File: config.mk
export PLATFORM = sky130hd
export DESIGN_NAME = seq_divider
export DESIGN_NICKNAME = d
export VERILOG_FILES = /design/src/rtl/seq_divider_pkg.sv /design/src/rtl/seq_divider_datapath.sv /design/src/rtl/seq_divider.sv
export SDC_FILE = /design/constraint.sdc
export NUM_CORES = 1
export LEC_CHECK = 0
export ABC_CLOCK_PERIOD_IN_PS = 4600
export CORE_MARGIN = 2
export CORE_UTILIZATION = 55
export CTS_CLUSTER_SIZE = 12
export DETAILED_ROUTE_END_ITERATION = 6
export PLACE_DENSITY = 0.84
export SLEW_MARGIN = 40
export SYNTH_ARGS = -nofsm -noshare
export SYNTH_HDL_FRONTEND = slang
export SYNTH_SLANG_ARGS = --single-unit
File: constraint.sdc
create_clock -name clk -period 4.6 [get_ports clk]
set_clock_uncertainty 0.05 [all_clocks]
set_input_delay 0.92 -clock clk [delete_from_list [all_inputs] [get_ports clk]]
set_output_delay 0.92 -clock clk [all_outputs]
set_load 0.01 [all_outputs]
File: src/rtl/seq_divider_pkg.sv
// Shared types and constants for the sequential restoring divider.
package seq_divider_pkg;

    localparam int unsigned DEFAULT_W = 4;

    typedef enum logic [2:0] {
        IDLE  = 3'd0,
        LOAD  = 3'd1,
        SHIFT = 3'd2,
        TEST  = 3'd3,
        DONE  = 3'd4
    } state_t;

endpackage

File: src/rtl/seq_divider_datapath.sv
// Remainder/quotient/divisor registers and the W+1-bit compare-subtract for the divider.
module seq_divider_datapath #(
    parameter int unsigned W = 4
) (
    input  logic         clk,
    input  logic         rst,
    input  logic         load,
    input  logic         zero_load,
    input  logic         shift,
    input  logic         test,
    input  logic         take,
    input  logic [W-1:0] dividend,
    input  logic [W-1:0] divisor,
    output logic         ge,
    output logic [W-1:0] quotient,
    output logic [W-1:0] remainder
);

    // rem carries one guard bit so the post-shift value never loses its MSB
    logic [W:0]   rem;
    logic [W-1:0] q;
    logic [W-1:0] d;
    logic [W:0]   diff_c;

    assign diff_c    = rem - {1'b0, d};
    assign ge        = (rem >= {1'b0, d});
    assign quotient  = q;
    assign remainder = rem[W-1:0];

    always_ff @(posedge clk or posedge rst) begin
        if (rst) begin
            rem <= '0;
            q   <= '0;
            d   <= '0;
        end else if (load) begin
            d <= divisor;
            if (zero_load) begin
                rem <= {1'b0, dividend};
                q   <= '1;
            end else begin
                rem <= '0;
                q   <= dividend;
            end
        end else if (shift) begin
            rem <= {rem[W-1:0], q[W-1]};
            q   <= {q[W-2:0], 1'b0};
        end else if (test && take) begin
            rem  <= diff_c;
            q[0] <= 1'b1;
        end
    end

endmodule

File: src/rtl/seq_divider.sv
// Unsigned restoring shift-subtract divider: FSM controller around seq_divider_datapath.
// Optional feature macro: SEQ_DIVIDER_ZERO_DETECT_EN (early finish with dbz on divisor 0).
module seq_divider
    import seq_divider_pkg::*;
#(
    parameter int unsigned W = DEFAULT_W
) (
    input  logic         clk,
    input  logic         rst,
    input  logic         start,
    input  logic [W-1:0] dividend,
    input  logic [W-1:0] divisor,
    output logic [W-1:0] quotient,
    output logic [W-1:0] remainder,
    output logic         busy,
    output logic         done,
    output logic         dbz
);

    localparam int unsigned CNT_W = $clog2(W);
    localparam logic [CNT_W-1:0] LAST_CNT = CNT_W'(W - 1);

    state_t           state;
    logic [CNT_W-1:0] count;
    logic             load_c;
    logic             shift_c;
    logic             test_c;
    logic             ge_c;
    logic             zero_div_c;
    logic             zero_load_c;

`ifdef SEQ_DIVIDER_ZERO_DETECT_EN
    assign zero_div_c = (divisor == '0);
`else
    assign zero_div_c = 1'b0;
`endif

    assign load_c      = (state == LOAD);
    assign shift_c     = (state == SHIFT);
    assign test_c      = (state == TEST);
    assign zero_load_c = load_c & zero_div_c;

    seq_divider_datapath #(.W(W)) u_datapath (
        .clk       (clk),
        .rst       (rst),
        .load      (load_c),
        .zero_load (zero_load_c),
        .shift     (shift_c),
        .test      (test_c),
        .take      (ge_c),
        .dividend  (dividend),
        .divisor   (divisor),
        .ge        (ge_c),
        .quotient  (quotient),
        .remainder (remainder)
    );

    // Controller; busy/done/dbz are registered alongside the state transitions
    always_ff @(posedge clk or posedge rst) begin
        if (rst) begin
            state <= IDLE;
            count <= '0;
            busy  <= 1'b0;
            done  <= 1'b0;
            dbz   <= 1'b0;
        end else begin
            case (state)
                IDLE: begin
                    if (start) begin
                        state <= LOAD;
                        busy  <= 1'b1;
                    end
                end
                LOAD: begin
                    count <= '0;
                    dbz   <= zero_div_c;
                    if (zero_div_c) begin
                        state <= DONE;
                        done  <= 1'b1;
                    end else begin
                        state <= SHIFT;
                    end
                end
                SHIFT: begin
                    state <= TEST;
                end
                TEST: begin
                    count <= count + CNT_W'(1);
                    if (count == LAST_CNT) begin
                        state <= DONE;
                        done  <= 1'b1;
                    end else begin
                        state <= SHIFT;
                    end
                end
                DONE: begin
                    state <= IDLE;
                    busy  <= 1'b0;
                    done  <= 1'b0;
                end
                default: begin
                    state <= IDLE;
                    busy  <= 1'b0;
                    done  <= 1'b0;
                end
            endcase
        end
    end

endmodule

==> flow_summary.toml <==
[cells_and_area]
area_occupied_by_multi_input_gates_um2 = 580.6
antenna_cells = 0
fillCellCount = 159
final_net_count = 159
area_growth_syn_to_layout_pct = 18.40
ff_latch_area_um2 = 500.5
drive_gt1_share_pct = 6.383
utilization_pct = 70.38

[power_and_ir_drop]
pwr_density_cell_mw_per_mm2 = 821.8
power.switching_fraction_pct = 42.77
maximum_ir_drop_on_the_vdd_rail_uv = 497.6
relative_contribution_of_the_clock_network_to_total_power_pct = 12.2
comb_power_share_pct = 56.0
switching_power_w = 0.0004952
intPower_w = 0.0006626
seqPwrFrac_pct = 31.8
p_leak_nw = 0.5939

[drt]
routed.top_layer = "met4"
initialDrtViolationCount = 17
post-route-drc-count = 0
wl_met3_um = 64
met2RoutedLength_um = 1194
ant_nets = 0
routed_wl_um = 2379
drt-wirelength-per-cell_um = 14.16
drt_pre_antenna_iters = 4
met1Wirelength_um = 1109
dr_total_vias = 956
vias_per_cell = 5.690

[logic_synthesis]
syn_nets = 144
synth_area_per_cell_um2 = 9.369
synthTopCellsByArea = "dfrtp_1, ha_1, buf_4"
most_numerous_cell_in_the_yosys_netlist = "dfrtp_1"
post-synth-top-area-cell = "dfrtp_1"
synth.top_cells.by_count = "dfrtp_1, nand2_1, nor2_1"
yosys_register_bits = 20
yosys_warnings = 0
synth_enable_flop_cells = 0
synth.yosys.seq_area_share_pct = 42.06
fraction_of_synthesized_cell_area_taken_by_the_top_area_cell_type_pct = 42.06
syn_area_mm2 = 0.001190
synth-async-reset-ratio_pct = 100.0
synth.distinct_cells = 39
syn_inst = 127
synth-main-ff-cell = "dfrtp_1"

[sta]
setup-tns-final_ps = 0
grt_setup_unrepaired = "no"
final_min_period_over_clock_period_pct = 49.83
max-slew-margin-rel_pct = 53.39
report.final.hold_viol_count = 0
timing_max_transition_violations_final = 0
fmax_mhz = 436.2
finalSetupViolCount = 0
post-route-min-period_ps = 2292
worstMarginPinSlew_ps = 699.1

[cts]
cts-buffers-inserted = 3
cts_tree = "yes"
cts_htree_levels = 1
worst_skew_pair.late_latency_ps = 300
ctsHoldBuffers = 0
path_clk_slew_ps = 120
cts_root_buf = "clkbuf_4"
cts_num_sinks = 20
post-cts-setup-buffers = 0
clk_path_buf_depth = 2
ctsResizeCount = 0

[critical_path]
worst_setup_path_start_kind = "flop"
endpoint = "remainder[1]"
critPathCaptureType = "output pin"
criticalPathCategory = "flop to output pin"
timing.critical_path.fanout_max = 5
cp.arrival_ps = 1320
critical_path_depth = 1
critical_path.slowest_cell = "clkdlybuf4s50_1"
reg2reg_setup_slack_ps = 2670
reg2reg_from = "state[0]"
worst_r2r_endpoint = "u_datapath.d[0]"
critical_path.startpoint = "u_datapath.rem[1]"
worst-path-buf-inv = 1
delay_of_the_slowest_cell_on_the_worst_path_ps = 570
crit_family = "buffers and inverters"
rr_worst_depth = 3
crit_required_ps = 3630
timing.critical_path.cells = "clkdlybuf4s50_1"

[floorplan]
fp.dieArea_mm2 = 0.002551
core_area_mm2 = 0.002002
die_x_um = 50.51
io_pins = 22
std_cell_rows = 16
start_util_pct = 59.44
dieHeight_um = 50.51

[grt]
maximum_number_of_pins_on_one_net_before_global_route_repair = 23
grt_pass1_wl_um = 4388
overflow = 0
grt_use_total_pct = 22.45
vias_in_the_first_global_route = 1003
grt_antenna_before_repair = 0

[run]
cap_violations = 0

[outcome]
status = "completed"

[place]
globalplace.congestion = 0.8298
post-dp-hpwl_um = 1736
port-buffer-count = 20

[hold_path]
worst_hold_path_type = "flop to flop"
per-stage QoR:
step / total power, W / area, um2 / setup WS, ps / std cells / hold slack, ps
finish: 0.001158 / 1409 / 2308 / 168 / 453.1
global route: 0.001275 / 1409 / 2224 / 168 / 515.0
CTS: 0.001163 / 1409 / 2286 / 168 / 455.6
detailed placement: 0.001020 / 1356 / 2594 / 164 / 429.4
global placement: 0.0009896 / 1356 / 2624 / 164 / 418.7
floorplan: 0.0008543 / 1190 / 2891 / 127 / 403.8
metal layers:
| layer | global-route usage [%] | up-vias |
|---|---|---|
| li1 | - | 479 |
| met1 | 29.69 | 460 |
| met2 | 39.04 | 15 |
| met3 | 2.679 | 2 |
| met4 | 5.856 | 0 |
| met5 | 0 | - |
cells by family after synthesis:
kind of cell / after synthesis / synth area share (%)
AO/OA/AOI/OAI: 41 / 24.71
buffers and inverters: 21 / 9.148
multiplexers: 2 / 1.788
flip-flops: 20 / 42.06
adder cells (fa/ha/maj): 6 / 6.940
AND/OR/NAND/NOR: 35 / 14.30
other: 1 / 0.3152
XOR/XNOR: 1 / 0.7362
worst min path at each step:
stage,from,slack [ps],to,cells after the start
after CTS,count[1],460,count[1],2
after floorplan,count[1],400,count[1],2
after global placement,count[1],420,count[1],2
final,count[1],450,count[1],2
after global routing,count[0],520,count[0],1
after detailed placement,count[1],430,count[1],2
sequential cells by signal (all words and copies together), names as in the netlist:
name / flops
u_datapath.rem: 5
busy: 1
count: 2
u_datapath.d: 4
state: 3
done: 1
u_datapath.quotient: 4
cell type report:
type,instances,area share [%]
Sequential cell,20,35.52
Multi-Input combinational cell,86,41.21
Inverter,11,2.931
Timing Repair Buffer,20,14.21
Clock inverter,1,2.131
Clock buffer,3,1.599
Tap cell,27,2.398
power groups by stage:
stage          Sequential [W]  Clock [W]  Combinational, W
2_1_floorplan        0.000332          0          0.000522
3_3_place_gp         0.000366          0          0.000623
3_5_place_dp         0.000372          0          0.000648
4_1_cts              0.000369   0.000144          0.000651
5_1_grt              0.000388   0.000152          0.000735
6_report             0.000368   0.000141          0.000649
layout by cell type, fill, tap and decap left out, drive strengths merged, types with 2 or more instances in the layout:
cell / count
dfrtp: 20
clkdlybuf4s50: 20
nor2: 12
nand2: 11
inv: 10
o21ai: 9
o22ai: 6
a21oi: 6
ha: 5
o2bb2ai: 5
o22a: 3
clkbuf: 3
o21bai: 2
a31oi: 2
nand2b: 2
o2111ai: 2
nand4: 2
and3: 2
a41oi: 2
(Power assumes the default switching activity.)
